==> config.mk <==
export PLATFORM = sky130hd
export DESIGN_NAME = md_unit
export DESIGN_NICKNAME = d
export VERILOG_FILES = /design/src/rtl/md_unit.sv
export SDC_FILE = /design/constraint.sdc
export NUM_CORES = 2
export LEC_CHECK = 0
export BUFFER_PORTS_ARGS = -buffer_cell sky130_fd_sc_hd__buf_4
export CAP_MARGIN = 20
export CORE_MARGIN = 4
export CORE_UTILIZATION = 45
export CTS_BUF_LIST = sky130_fd_sc_hd__clkbuf_2
export DETAILED_ROUTE_END_ITERATION = 8
export PLACE_DENSITY_LB_ADDON = 0.2
export SYNTH_ARGS = -nofsm -noshare
export SYNTH_HDL_FRONTEND = slang
export SYNTH_SLANG_ARGS = --single-unit
==> constraint.sdc <==
create_clock -name clk -period 8.7 [get_ports clk]
set_input_delay 0.87 -clock clk [delete_from_list [all_inputs] [get_ports clk]]
set_output_delay 0.87 -clock clk [all_outputs]
set_load 0.01 [all_outputs]
==> src/rtl/md_unit.sv <==
// md_unit: multi-cycle multiply/divide unit with architectural HI/LO registers.
//
// Executes mult/multu/div/divu. It also accepts mthi/mtlo writes and can be
// aborted by a flush. HI/LO only change at the completion edge of an
// operation, or on an mthi/mtlo write while the unit is idle.
//
// Ports
//   clk       in   clock, rising edge
//   rst       in   asynchronous reset, active low
//   start     in   launch the operation selected by op using d1/d2
//   op        in   00 mult, 01 multu, 10 div, 11 divu
//   d1, d2    in   rs / rt operands (d1 is also the mthi/mtlo data)
//   we        in   mthi/mtlo write strobe, honoured only when idle
//   hilo_sel  in   target of we: 1 = HI, 0 = LO
//   flush     in   abort the in-flight operation, or suppress a start
//   busy      out  an operation is in flight
//   done      out  one-cycle completion pulse (new HI/LO already visible)
//   dz        out  divide by zero, valid together with done
//   hi, lo    out  HI / LO registers
//
// state  | meaning
// S_IDLE | waiting for start or an mthi/mtlo write
// S_MUL  | multiply in flight, counter runs MUL_CYCLES-1 down to 0
// S_DIV  | WIDTH restoring steps (cnt WIDTH..1), then the sign fix-up at cnt 0
module md_unit #(
  parameter int WIDTH      = 32,
  parameter int MUL_CYCLES = 5
) (
  input  logic             clk,
  input  logic             rst,
  input  logic             start,
  input  logic [1:0]       op,
  input  logic [WIDTH-1:0] d1,
  input  logic [WIDTH-1:0] d2,
  input  logic             we,
  input  logic             hilo_sel,
  input  logic             flush,
  output logic             busy,
  output logic             done,
  output logic             dz,
  output logic [WIDTH-1:0] hi,
  output logic [WIDTH-1:0] lo
);

  localparam int CNT_MAX = (WIDTH > MUL_CYCLES - 1) ? WIDTH : MUL_CYCLES - 1;
  localparam int CW      = $clog2(CNT_MAX + 1);

  typedef enum logic [1:0] {S_IDLE, S_MUL, S_DIV} state_t;

  state_t           state_q;
  logic [CW-1:0]    cnt_q;
  logic [WIDTH-1:0] a_q, b_q;          // raw operands, kept for signs and dz
  logic             signed_q;
  logic [WIDTH-1:0] rem_q, quo_q, dvs_q;
  logic [WIDTH-1:0] hi_q, lo_q;
  logic             busy_q, done_q, dz_q;

  logic [2*WIDTH-1:0] a_ext, b_ext, prod_d;
  logic [WIDTH:0]     shift_d, trial_d;
  logic [WIDTH-1:0]   rem_d, quo_d;
  logic [WIDTH-1:0]   mag_a_d, mag_b_d;

  // The low 2*WIDTH bits of the product of the extended operands are the
  // exact product, signed or unsigned.
  always_comb begin
    a_ext  = signed_q ? {{WIDTH{a_q[WIDTH-1]}}, a_q} : {{WIDTH{1'b0}}, a_q};
    b_ext  = signed_q ? {{WIDTH{b_q[WIDTH-1]}}, b_q} : {{WIDTH{1'b0}}, b_q};
    prod_d = a_ext * b_ext;
  end

  // Operand magnitudes at load. The most-negative value maps to itself,
  // which is the correct unsigned magnitude.
  always_comb begin
    mag_a_d = (!op[0] && d1[WIDTH-1]) ? -d1 : d1;
    mag_b_d = (!op[0] && d2[WIDTH-1]) ? -d2 : d2;
  end

  // One restoring step. The dividend bits shift out of quo_q as quotient
  // bits shift in. Bit WIDTH of the trial difference is its sign.
  always_comb begin
    shift_d = {rem_q, quo_q[WIDTH-1]};
    trial_d = shift_d - {1'b0, dvs_q};
    if (!trial_d[WIDTH]) begin
      rem_d = trial_d[WIDTH-1:0];
      quo_d = {quo_q[WIDTH-2:0], 1'b1};
    end else begin
      rem_d = shift_d[WIDTH-1:0];
      quo_d = {quo_q[WIDTH-2:0], 1'b0};
    end
  end

  always_ff @(posedge clk or negedge rst) begin
    if (!rst) begin
      state_q  <= S_IDLE;
      cnt_q    <= '0;
      a_q      <= '0;
      b_q      <= '0;
      signed_q <= 1'b0;
      rem_q    <= '0;
      quo_q    <= '0;
      dvs_q    <= '0;
      hi_q     <= '0;
      lo_q     <= '0;
      busy_q   <= 1'b0;
      done_q   <= 1'b0;
      dz_q     <= 1'b0;
    end else begin
      done_q <= 1'b0;
      dz_q   <= 1'b0;
      case (state_q)
        S_IDLE: begin
          if (start && !flush) begin
            a_q      <= d1;
            b_q      <= d2;
            signed_q <= ~op[0];
            busy_q   <= 1'b1;
            if (op[1]) begin
              state_q <= S_DIV;
              cnt_q   <= CW'(WIDTH);
              rem_q   <= '0;
              quo_q   <= mag_a_d;
              dvs_q   <= mag_b_d;
            end else begin
              state_q <= S_MUL;
              cnt_q   <= CW'(MUL_CYCLES - 1);
            end
          end else if (we && !start) begin
            if (hilo_sel) hi_q <= d1;
            else          lo_q <= d1;
          end
        end
        S_MUL: begin
          if (flush) begin
            state_q <= S_IDLE;
            busy_q  <= 1'b0;
          end else if (cnt_q == '0) begin
            hi_q    <= prod_d[2*WIDTH-1:WIDTH];
            lo_q    <= prod_d[WIDTH-1:0];
            done_q  <= 1'b1;
            state_q <= S_IDLE;
            busy_q  <= 1'b0;
          end else begin
            cnt_q <= cnt_q - CW'(1);
          end
        end
        S_DIV: begin
          if (flush) begin
            state_q <= S_IDLE;
            busy_q  <= 1'b0;
          end else if (cnt_q == '0) begin
            if (b_q == '0) begin
              lo_q <= '1;
              hi_q <= a_q;
              dz_q <= 1'b1;
            end else begin
              lo_q <= (signed_q && (a_q[WIDTH-1] ^ b_q[WIDTH-1])) ? -quo_q : quo_q;
              hi_q <= (signed_q && a_q[WIDTH-1]) ? -rem_q : rem_q;
            end
            done_q  <= 1'b1;
            state_q <= S_IDLE;
            busy_q  <= 1'b0;
          end else begin
            rem_q <= rem_d;
            quo_q <= quo_d;
            cnt_q <= cnt_q - CW'(1);
          end
        end
        default: begin
          state_q <= S_IDLE;
          busy_q  <= 1'b0;
        end
      endcase
    end
  end

  assign busy = busy_q;
  assign done = done_q;
  assign dz   = dz_q;
  assign hi   = hi_q;
  assign lo   = lo_q;

endmodule

== Yosys cells after proc, flatten, opt, wreduce, memory -nomap -nowiden ==
Index checks and enable logic that the tools add are counted.

* Register bits: 236
* Input bits: 72
* Output and inout port bits: 67
* Word-level logic and storage cells: 118

* Add/sub/neg operators: 6
* Multipliers: 1
* Equality and inequality tests: 16
* Muxes and demuxes: 57
* Bitwise operators: 2
* Reduce and logical (&&, ||, !) cells: 23

{| class="wikitable"
|+ Operators by type and width
! cell !! number
|-
| 2-to-1 mux 32 bit || 29
|-
| case mux 32 bit (3 select lines) || 2
|-
| 2-to-1 mux 64 bit || 2
|-
| negator 32 bit || 4
|-
| case mux 32 bit (2 select lines) || 2
|-
| multiplier 64 x 64 -> 64 bit || 1
|-
| subtractor 33 x 32 -> 33 bit || 1
|-
| logical NOT 32 bit || 1
|-
| != test 2 bit (second input constant) || 13
|-
| 2-to-1 mux 6 bit || 4
|-
| AND reduction 8 bit || 2
|-
| case mux 6 bit (2 select lines) || 1
|-
| 2-to-1 mux 1 bit || 11
|-
| 2-to-1 mux 2 bit || 4
|-
| logical AND 1 bit || 6
|-
| logical NOT 6 bit || 1
|-
| subtractor 6 x 1 -> 6 bit (second input constant) || 1
|-
| AND reduction 5 bit || 1
|-
| case mux 2 bit (2 select lines) || 1
|-
| AND reduction 2 bit || 2
|-
| AND reduction 4 bit || 1
|-
| nonzero test 2 bit || 2
|-
| logical NOT 1 bit || 3
|-
| != test 3 x 1 -> 1 bit (second input constant) || 1
|-
| other kinds (9) || 9
|}

== Depth between registers and ports, before layout ==
* Depth after elaboration: 7
* Depth in mapped cells: 35
* Mapped depth without buffers: 33

== Least setup slack after synthesis ==
No wires, ideal clock.

* Path kind: register -> register
* Start point: register a_q[31]
* End point: register hi_q[30] (netlist: hi[30])
* Setup time: 0.096 ns
* Data arrival time: 9.401 ns
* Data required time: 8.604 ns
* Path slack: -0.796 ns
* Stages on the path, launching flop included: 32
* Buffers on the path: 4
* Clock period less this slack: 9.496 ns
* Cell sequence: dfrtp_1 -> and2_0 -> clkbuf_1 -> clkbuf_1 -> buf_1 -> nand2_1 -> fa_1 -> inv_1 -> fa_1 -> fa_1 -> inv_1 -> fa_1 -> inv_1 -> fa_1 -> fa_1 -> fa_1 -> fa_1 -> fa_1 -> inv_1 -> fa_1 -> inv_1 -> ha_1 -> clkbuf_1 -> a21o_1 -> a21o_1 -> a21o_1 -> a21oi_1 -> o21bai_1 -> a221oi_1 -> o31ai_1 -> xnor2_1 -> o31ai_1

* Longest elaborated chain between the ends: 6
* Elaborated cells on any way between the ends: 10
* Those cells by class: mul (1); mux (8); reduce/logical (1)

{| class="wikitable"
|+ Ends and longest elaborated chain
! item !! RTL line !! text
|-
| start, declared || 52 || <nowiki>logic [WIDTH-1:0] a_q, b_q;</nowiki>
|-
| start signal, assigned || 96 || <nowiki>a_q <= '0;</nowiki>
|-
| start signal, assigned || 113 || <nowiki>a_q <= d1;</nowiki>
|-
| branches (longest 5 deep; another with multiplier 64 x 64 -> 64 bit) || -- ||
|-
| case mux 32 bit (3 select lines) (*) || 110 || <nowiki>case (state_q)</nowiki>
|-
| end signal, assigned || 137 || <nowiki>hi_q <= prod_d[2*WIDTH-1:WIDTH];</nowiki>
|-
| end signal, assigned || 153 || <nowiki>hi_q <= a_q;</nowiki>
|-
| end signal, assigned || 157 || <nowiki>hi_q <= (signed_q && a_q[WIDTH-1]) ? -rem_q : rem_q;</nowiki>
|-
| end, declared || 55 || <nowiki>logic [WIDTH-1:0] hi_q, lo_q;</nowiki>
|}

Mark *: on every way between the ends. The select of a mux whose other input is x is not followed.
A chain may end at the register's enable or synchronous reset.

== Final worst setup path ==
* Start point: register a_q[25]
* End point: register hi_q[21] (netlist: hi[21])

* Longest elaborated chain between the ends: 5

{| class="wikitable"
|+ Ends and longest elaborated chain
! item !! RTL line !! text
|-
| 2-to-1 mux 64 bit || 66 || <nowiki>a_ext = signed_q ? {{WIDTH{a_q[WIDTH-1]}}, a_q} : {{WIDTH{1'b0}}, a_q};</nowiki>
|-
| multiplier 64 x 64 -> 64 bit || 68 || <nowiki>prod_d = a_ext * b_ext;</nowiki>
|-
| 2-to-1 mux 32 bit || 136 || <nowiki>end else if (cnt_q == '0) begin</nowiki>
|-
| 2-to-1 mux 32 bit || 133 || <nowiki>if (flush) begin</nowiki>
|-
| case mux 32 bit (3 select lines) || 110 ||
|}

Every way passes these cells. The select of a mux whose other input is x is not followed.

==> results.md <==
- Share of the synthesized area in the top cell type: between 40 and 50%
- Final worst slack: -0.0401 ns
- Die width: about 380 µm
- Vias/cell: between 5 and 6
- Status: complete, but fails checks
- # setup viols final: 1
- Kind of critical path: reg -> reg
- Crit end category: flip-flop
- WL/cell: about 22 µm
- Area of the multi-input gates: 51000 µm²
- # DRC: 0
- Initial antenna violation count: 6
- I/O Pins: around 140
- Mapped Nets: slightly below 9000
- DR top layer: met5
- CTS tree: done
- Fillcell total: 13000
- CP dominant cell by count: fa_1
- Crit path max fanout: 7
- Wire length on met2: roughly 100000 µm
- Vias in the first global route: between 50000 and 60000
- Layout Nets: 9275
- CTS Buf Count: around 70
- Synth-to-layout area growth: 15.1%
- Antenna-violating nets left: 0
- Clock-pin transition on the worst setup and hold timing paths: 0.10 ns
- Worst Tran Pin Value: around 1.1 ns
- Final hold violation count: 0
- Seq/Total Area, Yosys: a little under a tenth
- Die height: between 300 and 400 µm
- Post-synth ARST share: between 90% and 100%
- CP max stage delay: 0.59 ns
- Crit start category: flip-flop
- Critical Path RT: ~9.6 ns
- First-pass GRT wire length: 316000 µm
- Final Max Slew Viols: 0
- Synth top cells by count: inv_1, fa_1, nand2_1, and2_1, ha_1
- Peak Freq: 114 MHz
- Max-cap violation count: 0
- Largest net degree at the start of global routing: 142
- Via count: around 49000
- FP Rows: 137
- Number of distinct library cells after synthesis: 81
- Max clock buf depth: 3
- Iteration-0 DRC Markers: ~3300
- Final non-filler cell total: ~9400
- Placer Congestion: between 0.9 and 1
- Cells after Synth: approximately 7000
- Cell accounting for the most synthesized area: fa_1
- Fin crit period: a little under 9 ns
- Post-Route M1 WL: 85500 µm
- First-pass DRT Iterations: 6
- Clk_lat worst skew: 1.04 ns
- Setup WS pre-CTS: -0.317 ns
- Met3 wire len: between 10000 and 15000 µm
- Root Driver: clkbuf_2
- Minimum hold slack: around 0.12 ns
- Cells after DPL: approximately 9200
- H-tree depth: 3
- Slew margin rel.: a little under a quarter
- Slowest CP cell: fa_2
- Routed wire length: just over 200000 µm
- Clock Skews: between 0.07 and 0.08 ns
- Layout cells sized above 1: about 15%
- Initial Util: a little under half
- Cell family with most CP delay: adder cells
- Buf/Inv on CP: 8
- Setup TNS: -0.0401 ns
- Number of synthesized register bits: around 240
- Unrepaired setup endpoints after global routing: true
- Most common cell in the netlist: inv_1
- Global Route Usage Sum: 28.3%
- Port Buffers: around 140
- # clock sinks: 236
- Synthesized area per cell: ~9 µm²
- Top cells by area, synth: fa_1, inv_1, dfrtp_1
- Synthesis Warnings: 0
- Die ar.: about 150000 µm²
- Hold Crit Class: in -> reg
- GR Overflow Total: 0
- Tcrit/Tclk final: 100%
- Prevailing post-synth register cell: dfrtp_1
- Violated checks: negative setup slack
- Post-synth EDFFs: 0
- Arrival @ worst endpoint: between 9 and 10 ns
- Register area: approximately 6000 µm²
- Synthesized area: around 63000 µm²
- Core Region: between 100000 and 150000 µm²
- Post-DP HPWL: 170000 µm
state kept, by name, indices dropped and copies added (netlist names):
signal,flops
rem_q,32
hi,32
signed_q,1
b_q,32
busy,1
state_q,2
quo_q,32
cnt_q,6
done,1
dvs_q,32
dz,1
a_q,32
lo,32
metal layers:
metal	vias to the layer above	track usage (%)
met5	-	0
met4	4	9.57
met3	386	3.55
met2	1507	47.2
met1	25500	38.6
li1	21800	-
final timing paths:
| path | slack (ns) | to | cells past startpoint | from |
|---|---|---|---|---|
| setup / recovery | -0.04 | hi[21]$_DFFE_PN0P_ | 30 | a_q[25]$_DFFE_PN0P_ |
| hold / removal | 0.12 | a_q[21]$_DFFE_PN0P_ | 3 | d1[21] |
| setup reg to reg | -0.04 | hi[21]$_DFFE_PN0P_ | 30 | a_q[25]$_DFFE_PN0P_ |
| hold reg to reg | 0.48 | dvs_q[18]$_DFFE_PN0P_ | 2 | dvs_q[18]$_DFFE_PN0P_ |
| max in group asynchronous | 6.74 | a_q[2]$_DFFE_PN0P_ | 3 | rst |
| min in group asynchronous | 0.45 | dvs_q[17]$_DFFE_PN0P_ | 2 | rst |
cell type report:
class,instances,share of cell area (%)
Antenna cell,3,0.0104
Clock buffer,107,0.738
Clock inverter,20,0.145
Inverter,1591,8.23
Multi-Input combinational cell,4804,70.3
Sequential cell,236,8.18
Tap cell,1876,3.24
Timing Repair Buffer,728,9.17
tightest hold or removal path, stage by stage:
cell and delay (ns):
buf_4 0.13, nand2_1 0.06, nand2_1 0.05
what timing repair did:
item / in CTS / in global routing
endpoints found under the setup margin: 29 / 40
resized for setup: 64 / 258
hold endpoints to repair: 98 / 0
pin swaps: 33 / 143
hold buffers: 4 / 0
setup buffers: 8 / 36
gates cloned: 0 / 2
kinds of logic after synthesis:
kind of cell,after synthesis,synth area share [%]
AND/OR/NAND/NOR,1984,15.0
buffers and inverters,1965,11.7
adder cells (fa/ha/maj),1775,52.2
AO/OA/AOI/OAI,753,7.61
XOR/XNOR,260,3.64
flip-flops,236,9.37
multiplexers,32,0.518
metrics by stage:
step / utilization, % / cell area, µm²
floorplan: - / 63100
global placement: 50.3 / 70000
detailed placement: 50.3 / 70000
CTS: 51.0 / 71100
global route: 52.0 / 72500
finish: 52.0 / 72500
cell usage in the layout (no fill, tap or decap), types with 14 or more instances in the layout:
master and instances:
nand4_1 20, nor4_1 24, o21ai_1 35, buf_6 30, or3_1 14, a21oi_1 174, buf_4 608, ha_1 321
clkinv_1 17, clkbuf_2 107, fa_1 1382, buf_12 81, xor2_1 90, a21o_1 49, and3_1 24, nor2_1 206
o31ai_1 61, dfrtp_2 16, nand2_1 949, a221oi_1 28, o21ai_0 178, ha_4 26, fa_2 38, a211oi_1 19
dfrtp_1 219, mux2i_1 30, inv_2 31, nor3_1 38, xnor2_1 159, inv_1 1559, a21oi_2 23, nand3_1 35
and2_1 575, o21bai_1 17, a31oi_1 17
Power is not shown: default switching activity piles up to over one toggle a cycle in this logic, so the estimate is an artifact.
